[config.mk]
export PLATFORM = sky130hd
export DESIGN_NAME = lxcache_req_arbiter
export DESIGN_NICKNAME = d
export VERILOG_FILES = /design/src/rtl/lxcache_arb_pkg.sv /design/src/rtl/lxcache_req_arbiter_picker.sv /design/src/rtl/lxcache_req_arbiter.sv
export SDC_FILE = /design/constraint.sdc
export NUM_CORES = 1
export LEC_CHECK = 0
export CORE_AREA = 5 5 188 190
export CTS_BUF_LIST = sky130_fd_sc_hd__clkbuf_16
export CTS_CLUSTER_SIZE = 8
export DETAILED_ROUTE_END_ITERATION = 8
export DIE_AREA = 0 0 193 195
export PLACE_DENSITY = 0.67
export SYNTH_ARGS = -nofsm -noshare
export SYNTH_HDL_FRONTEND = slang
export SYNTH_SLANG_ARGS = --single-unit
[constraint.sdc]
create_clock -name clock -period 3.83 [get_ports clock]
set_clock_uncertainty 0.05 [all_clocks]
set_input_delay 0.766 -clock clock [delete_from_list [all_inputs] [get_ports clock]]
set_output_delay 0.766 -clock clock [all_outputs]
set_load 0.01 [all_outputs]
[src/rtl/lxcache_arb_pkg.sv]
// Shared types and message encodings for the Lx cache request arbiter.
// Message values match the cache controller's message include.
package lxcache_arb_pkg;

  localparam int MSG_W = 4;
  typedef logic [MSG_W-1:0] msg_t;

  localparam msg_t NO_REQ     = 4'd0;
  localparam msg_t WB_REQ     = 4'd1;
  localparam msg_t R_REQ      = 4'd2;
  localparam msg_t RFO_BCST   = 4'd3;
  localparam msg_t REQ_FLUSH  = 4'd4;
  localparam msg_t FLUSH      = 4'd5;
  localparam msg_t FLUSH_S    = 4'd6;
  localparam msg_t WS_BCST    = 4'd7;
  localparam msg_t C_WB       = 4'd8;
  localparam msg_t C_FLUSH    = 4'd9;
  localparam msg_t EN_ACCESS  = 4'd10;
  localparam msg_t MEM_RESP   = 4'd11;
  localparam msg_t MEM_RESP_S = 4'd12;
  localparam msg_t MEM_C_RESP = 4'd13;

  typedef enum logic [1:0] {
    ST_IDLE,
    ST_ISSUE,
    ST_RELEASE
  } arb_state_t;

  function automatic logic is_completion(input msg_t m);
    return (m == MEM_RESP) || (m == MEM_RESP_S) || (m == MEM_C_RESP);
  endfunction

endpackage

[src/rtl/lxcache_req_arbiter_picker.sv]
// Round-robin picker: first eligible port strictly after rr_ptr, wrapping.
// Purely combinational; N must be a power of two so the index wraps for free.
module rr_priority_picker #(
  parameter int N  = 4,
  parameter int IW = $clog2(N)
) (
  input  logic [N-1:0]  eligible,
  input  logic [IW-1:0] rr_ptr,
  output logic [N-1:0]  winner,
  output logic          valid
);

  logic [IW-1:0] idx;

  // NOTE: every variable written here gets a default first, so no path can
  // leave one unassigned and infer a latch.
  always_comb begin
    winner = '0;
    valid  = 1'b0;
    idx    = '0;
    for (int k = 1; k <= N; k++) begin
      idx = rr_ptr + IW'(k);
      if (!valid && eligible[idx]) begin
        winner[idx] = 1'b1;
        valid       = 1'b1;
      end
    end
  end

endmodule

[src/rtl/lxcache_req_arbiter.sv]
// Shares the Lx cache controller's single request port among NUM_PORTS L1
// requesters, round-robin, and fans REQ_FLUSH callbacks out to all of them.
module lxcache_req_arbiter
  import lxcache_arb_pkg::*;
#(
  parameter int NUM_PORTS    = 4,
  parameter int ADDRESS_BITS = 32,
  parameter int CACHE_WIDTH  = 32,
  parameter int MSG_BITS     = 4
) (
  input  logic                              clock,
  input  logic                              reset,
  input  logic [NUM_PORTS*MSG_BITS-1:0]     req_msg,
  input  logic [NUM_PORTS*ADDRESS_BITS-1:0] req_address,
  input  logic [NUM_PORTS*CACHE_WIDTH-1:0]  req_data,
  output logic [NUM_PORTS*MSG_BITS-1:0]     resp_msg,
  output logic [ADDRESS_BITS-1:0]           resp_address,
  output logic [CACHE_WIDTH-1:0]            resp_data,
  output logic [NUM_PORTS-1:0]              grant,
  output logic [MSG_BITS-1:0]               ctrl_msg_in,
  output logic [ADDRESS_BITS-1:0]           ctrl_address,
  output logic [CACHE_WIDTH-1:0]            ctrl_data_in,
  output logic                              ctrl_pending_requests,
  input  logic [MSG_BITS-1:0]               ctrl_msg_out,
  input  logic [ADDRESS_BITS-1:0]           ctrl_out_address,
  input  logic [CACHE_WIDTH-1:0]            ctrl_data_out
);

  localparam int PW = $clog2(NUM_PORTS);

  arb_state_t state, state_next;

  logic [PW-1:0]           rr_ptr;
  logic [PW-1:0]           owner;
  logic                    flush_mode;
  logic [ADDRESS_BITS-1:0] flush_addr;

  logic [MSG_BITS-1:0]     port_msg  [NUM_PORTS];
  logic [ADDRESS_BITS-1:0] port_addr [NUM_PORTS];
  logic [CACHE_WIDTH-1:0]  port_data [NUM_PORTS];
  logic [NUM_PORTS-1:0]    present;
  logic [NUM_PORTS-1:0]    eligible;
  logic [NUM_PORTS-1:0]    pick_onehot;
  logic                    pick_valid;
  logic [PW-1:0]           pick_idx;

  logic completion_hit, flush_seen;
  logic do_grant, do_complete, do_flush, do_release;

  for (genvar i = 0; i < NUM_PORTS; i++) begin : g_port
    assign port_msg[i]  = req_msg[i*MSG_BITS +: MSG_BITS];
    assign port_addr[i] = req_address[i*ADDRESS_BITS +: ADDRESS_BITS];
    assign port_data[i] = req_data[i*CACHE_WIDTH +: CACHE_WIDTH];
    assign present[i]   = (port_msg[i] != NO_REQ);
    // While a flush is open only traffic that closes it may reach the controller.
    assign eligible[i]  = flush_mode
                        ? (((port_msg[i] == C_FLUSH) || (port_msg[i] == EN_ACCESS))
                           && (port_addr[i] == flush_addr))
                        : present[i];
  end

  assign ctrl_pending_requests = |(present & ~grant);

  rr_priority_picker #(.N(NUM_PORTS), .IW(PW)) u_picker (
    .eligible (eligible),
    .rr_ptr   (rr_ptr),
    .winner   (pick_onehot),
    .valid    (pick_valid)
  );

  always_comb begin
    pick_idx = '0;
    for (int i = 0; i < NUM_PORTS; i++) begin
      if (pick_onehot[i]) pick_idx = PW'(i);
    end
  end

  // ctrl_address holds the owner's latched address for the whole of ISSUE.
  assign completion_hit = is_completion(ctrl_msg_out) && (ctrl_out_address == ctrl_address);
  assign flush_seen     = (ctrl_msg_out == REQ_FLUSH);

  always_ff @(posedge clock) begin
    if (!reset) state <= ST_IDLE;
    else        state <= state_next;
  end

  always_comb begin
    state_next  = state;
    do_grant    = 1'b0;
    do_complete = 1'b0;
    do_flush    = 1'b0;
    do_release  = 1'b0;
    unique case (state)
      ST_IDLE: begin
        if (flush_seen) begin
          do_flush = 1'b1;
        end else if (pick_valid) begin
          do_grant   = 1'b1;
          state_next = ST_ISSUE;
        end
      end
      ST_ISSUE: begin
        if (completion_hit) begin
          do_complete = 1'b1;
          state_next  = ST_RELEASE;
        end else if (flush_seen) begin
          do_flush   = 1'b1;
          state_next = ST_RELEASE;
        end
      end
      ST_RELEASE: begin
        if (port_msg[owner] == NO_REQ) begin
          do_release = 1'b1;
          state_next = ST_IDLE;
        end
      end
      default: state_next = ST_IDLE;
    endcase
  end

  // NOTE: sequential state uses non-blocking assignments so every register
  // samples pre-edge values regardless of statement order.
  always_ff @(posedge clock) begin
    if (!reset) begin
      rr_ptr       <= PW'(NUM_PORTS - 1);
      owner        <= '0;
      flush_mode   <= 1'b0;
      flush_addr   <= '0;
      grant        <= '0;
      ctrl_msg_in  <= NO_REQ;
      ctrl_address <= '0;
      ctrl_data_in <= '0;
      resp_msg     <= {NUM_PORTS{NO_REQ}};
      resp_address <= '0;
      resp_data    <= '0;
    end else begin
      resp_msg <= {NUM_PORTS{NO_REQ}};
      if (do_grant) begin
        grant        <= pick_onehot;
        owner        <= pick_idx;
        ctrl_msg_in  <= port_msg[pick_idx];
        ctrl_address <= port_addr[pick_idx];
        ctrl_data_in <= port_data[pick_idx];
      end
      if (do_complete) begin
        resp_msg[owner*MSG_BITS +: MSG_BITS] <= ctrl_msg_out;
        resp_address <= ctrl_out_address;
        resp_data    <= ctrl_data_out;
        ctrl_msg_in  <= NO_REQ;
        rr_ptr       <= owner;
        if (ctrl_msg_in == EN_ACCESS) flush_mode <= 1'b0;
      end
      if (do_flush) begin
        flush_mode   <= 1'b1;
        flush_addr   <= ctrl_out_address;
        resp_msg     <= {NUM_PORTS{REQ_FLUSH}};
        resp_address <= ctrl_out_address;
        resp_data    <= ctrl_data_out;
        ctrl_msg_in  <= NO_REQ;
        if (state == ST_ISSUE) rr_ptr <= owner;
      end
      if (do_release) grant <= '0;
    end
  end

endmodule

==> impl_metrics.toml <==
[timing]
setup_violations = 32
drv_slew = 0
fin_crit_ns = 3.90
whs_ns = 0.403
postLayoutSetupSlackWorst_ns = -0.0749
hold_violations = 0
grt_setup_unrepaired = "yes"
relSlewSlack_pct = 51.8
fmax_mhz = 256
post-route-period-util_pct = 102
fin_tns_setup_ns = -0.858
worst_slew_pin_slew_ns = 0.717

[worst_setup_path]
worst-path-max-fanout = 6
crit_path_frequent_cell = "buf_12"
cp-start-kind = "input port"
cpMaxStageDelayCell = "mux4_2"
r2r_start = "flush_addr[21]$_SDFFE_PN0P_"
crit_required_ns = 4.13
reg2reg_depth = 15
r2r_end = "ctrl_address[18]$_SDFFE_PN0P_"
cp_top_family = "buffers and inverters"
arrival_ns = 4.21
rrSetupSlack_ns = -0.05
path_cells = "clkdlybuf4s50_1 > xor2_1 > nor4_1 > nand4_1 > o32ai_4 > nor2b_1 > mux4_2 > buf_4 > and2_4 > a221oi_4 > buf_12 > buf_12 > buf_12 > nand4_1 > o211a_1"
cp.buffers_inverters = 5
crit_cells = 15
crit_path_end_kind = "flip-flop"
cpPeakStageDelay_ns = 0.51
critical_path_class = "input port to flip-flop"

[synth]
synth_edf_count = 0
synth_seq_area_share_pct = 33.5
synth_nets = 1821
syn_area_um2 = 11400
synth_cell_types = 61
avgSynthCellArea_um2 = 7.79
ys_warn_count = 0
synth_seq_cells = 191
synthFlopType = "dfxtp_1"
async_reset_ff_share_pct = 0
syn_inst = 1467

[worst_hold_path]
whs_path_depth = 2
hold_class = "flip-flop to flip-flop"
holdPathEnd = "resp_data[27]$_SDFFE_PN0P_"
hp-start = "resp_data[27]$_SDFFE_PN0P_"

[pwr]
pwr_density_cell_nw_per_um2 = 289
vdd_ir_drop_max_v = 0.000264
sw_frac_of_total_pct = 31.9
intPower_mw = 3.98
p_sw_mw = 1.86
clkPwrFrac_pct = 31.6
pwr-share-comb_pct = 30.4
sequentialPowerShare_pct = 38.1
leakagePower_nw = 8.50
finalPower_mw = 5.83

[global_routing]
antenna_found_initial = 29
grt_pass1_wl_um = 89900
grt_max_degree = 101
grt_pass1_vias = 14100
overflow = 0
grtUsageTotal_pct = 31.3

[clock_network]
clk_pin_slew_ns = 0.08
hold_buffers = 0
root_buffer = "clkbuf_16"
cts_made_buffers = 17
cts_htree_levels = 4
clk_path_buf_depth = 2
clock_sinks = 191
cts_tree = "built"
clk_latency_ns = 0.47

[routing]
drtAntennaViolNets = 0
route.vias.total = 14300
drc_errors = 0
drt_iter0_drc = 1316
drt-total-wl_um = 62900
viasPerCell = 5.63
wire_per_inst_um = 24.8
first_pass_iters = 6

[layout]
final_nets = 2413
nFillCells = 2965
syn2layout_area_growth_pct = 76.5
fin_util_pct = 60.6
stdcell_area_um2 = 20200
final_cell_mix = "clkdlybuf4s50_1 (351), nand2_1 (241), dfxtp_1 (175)"
drive_gt1_share_pct = 21.4
final_common_cell = "clkdlybuf4s50_1"

[die]
design.core.area_um2 = 33300
initial_utilization_pct = 34.3
die_area_um2 = 37600
die_x_um = 193
pin_count = 495
fp.dieH_um = 195
rows = 67

[place]
place_congestion = 1.00
portBuffers = 494
dp_hpwl_um = 47200
postPlaceCellArea_um2 = 18200

[outcome]
violations = "setup timing"
status = "complete, but fails checks"

[flow_run]
drv_cap = 0
-- what timing repair did --
action,in CTS,in global routing
pin swaps,58,91
endpoints found under the hold margin,0,0
gates resized for setup,163,222
setup endpoints to repair,73,70
setup buffers,12,22
gates cloned,3,9
-- power groups by stage --
stage / Sequential (mW) / Combinational, mW / Clock, mW
final: 2.22 / 1.77 / 1.84
after global routing: 2.23 / 1.86 / 1.94
after CTS: 2.22 / 1.65 / 1.87
after detailed placement: 2.26 / 1.61 / 0
after global placement: 2.26 / 1.61 / 0
after floorplan: 2.27 / 0.570 / 0
-- cells by family after synthesis --
group | synth area share [%]
mux | 0.591
simple gates | 20.0
buf+inv | 6.46
fa+ha+maj | 1.31
compound gates | 25.5
flops | 33.5
xor+xnor | 12.6
-- cell type report --
type                       instances  area (um2)  area share, %
multi-input combinational       1090        7750           38.5
timing repair buffer             720        7220           35.8
sequential                       191        3850           19.1
tap                              448         561           2.78
clock buffer                      17         425           2.11
clock inverter                    15         151          0.751
inverter                          39         148          0.733
antenna                           19        47.5          0.236
-- metrics by stage --
| step | instances | worst slack, ns |
|---|---|---|
| floorplan | 1467 | 0.000348 |
| global placement | 2448 | -0.833 |
| detailed placement | 2448 | -0.880 |
| CTS | 2495 | 0.000576 |
| global route | 2536 | -0.163 |
| finish | 2539 | -0.0749 |
-- worst max-delay path by stage --
| stage | slack (ns) | from | endpoint |
|---|---|---|---|
| finish | -0.07 | req_address[39] | ctrl_address[18]$_SDFFE_PN0P_ |
| floorplan | 0.0003 | req_address[117] | ctrl_data_in[10]$_SDFFE_PN0P_ |
| detailed placement | -0.88 | req_address[69] | ctrl_address[1]$_SDFFE_PN0P_ |
| global placement | -0.83 | req_address[69] | ctrl_address[8]$_SDFFE_PN0P_ |
| CTS | 0.0006 | req_address[55] | ctrl_data_in[0]$_SDFFE_PN0P_ |
| global route | -0.16 | req_address[83] | ctrl_data_in[9]$_SDFFE_PN0P_ |
-- layer usage --
layer	vias to the layer above	GRT usage, %	share of wire (%)
met3	144	9.13	9.9
li1	6388	-	-
met1	6894	40.9	40
met5	-	0	0.22
met4	18	10.7	3.3
met2	863	49.5	46
-- flip-flops by register name, summed over array words and instances, names as in the netlist --
| signal | flops |
|---|---|
| ctrl_address | 32 |
| ctrl_data_in | 32 |
| ctrl_msg_in | 4 |
| flush_addr | 32 |
| flush_mode | 1 |
| grant | 4 |
| owner | 2 |
| resp_address | 32 |
| resp_data | 32 |
| resp_msg | 16 |
| rr_ptr | 2 |
| state | 2 |
-- Yosys cell counts (3+ instances only) --
library cell  instances  share of area, %
xor2_1               92               7.1
or3_1                 4              0.22
nor2_1               27              0.89
a21boi_0             32               2.1
o21bai_1             32               2.1
o21ai_0             104               4.6
a31oi_1              64               3.5
o211a_1              33               2.9
nor3_1                5              0.22
nand3_1              41               1.8
mux4_2                3              0.59
o2111a_1              4              0.39
nand3b_1              3              0.20
nor4b_1               3              0.23
buf_2                26               1.1
inv_1                37               1.2
a211oi_1              4              0.26
o211ai_1              3              0.20
ha_1                 12               1.3
and3_1               31               1.7
and2_1               11              0.60
o32ai_4               3              0.72
clkbuf_1            114               3.7
o311ai_1             31               2.4
nor2b_1               8              0.44
xnor2_1              72               5.5
dfxtp_1             191                33
or4_4                 3              0.30
a21oi_1             101               4.4
nand4_1              56               3.1
nand2b_1              3              0.16
nor4_1               30               1.6
nand2_1             243               8.0
buf_1                 6              0.20
-- worst reg2reg max path, cell delays in order, from the launching register on --
cell      delay, ns
dfxtp_2        0.34
buf_6          0.12
xnor2_2        0.16
nand4_1        0.19
or4_4          0.58
o32ai_4        0.29
nor2b_1        0.08
mux4_2         0.53
buf_4          0.17
and2_4         0.17
a221oi_4       0.34
buf_12         0.17
buf_12         0.16
buf_12         0.13
nand4_1        0.13
o211a_1        0.16
(Power assumes the default switching activity.)
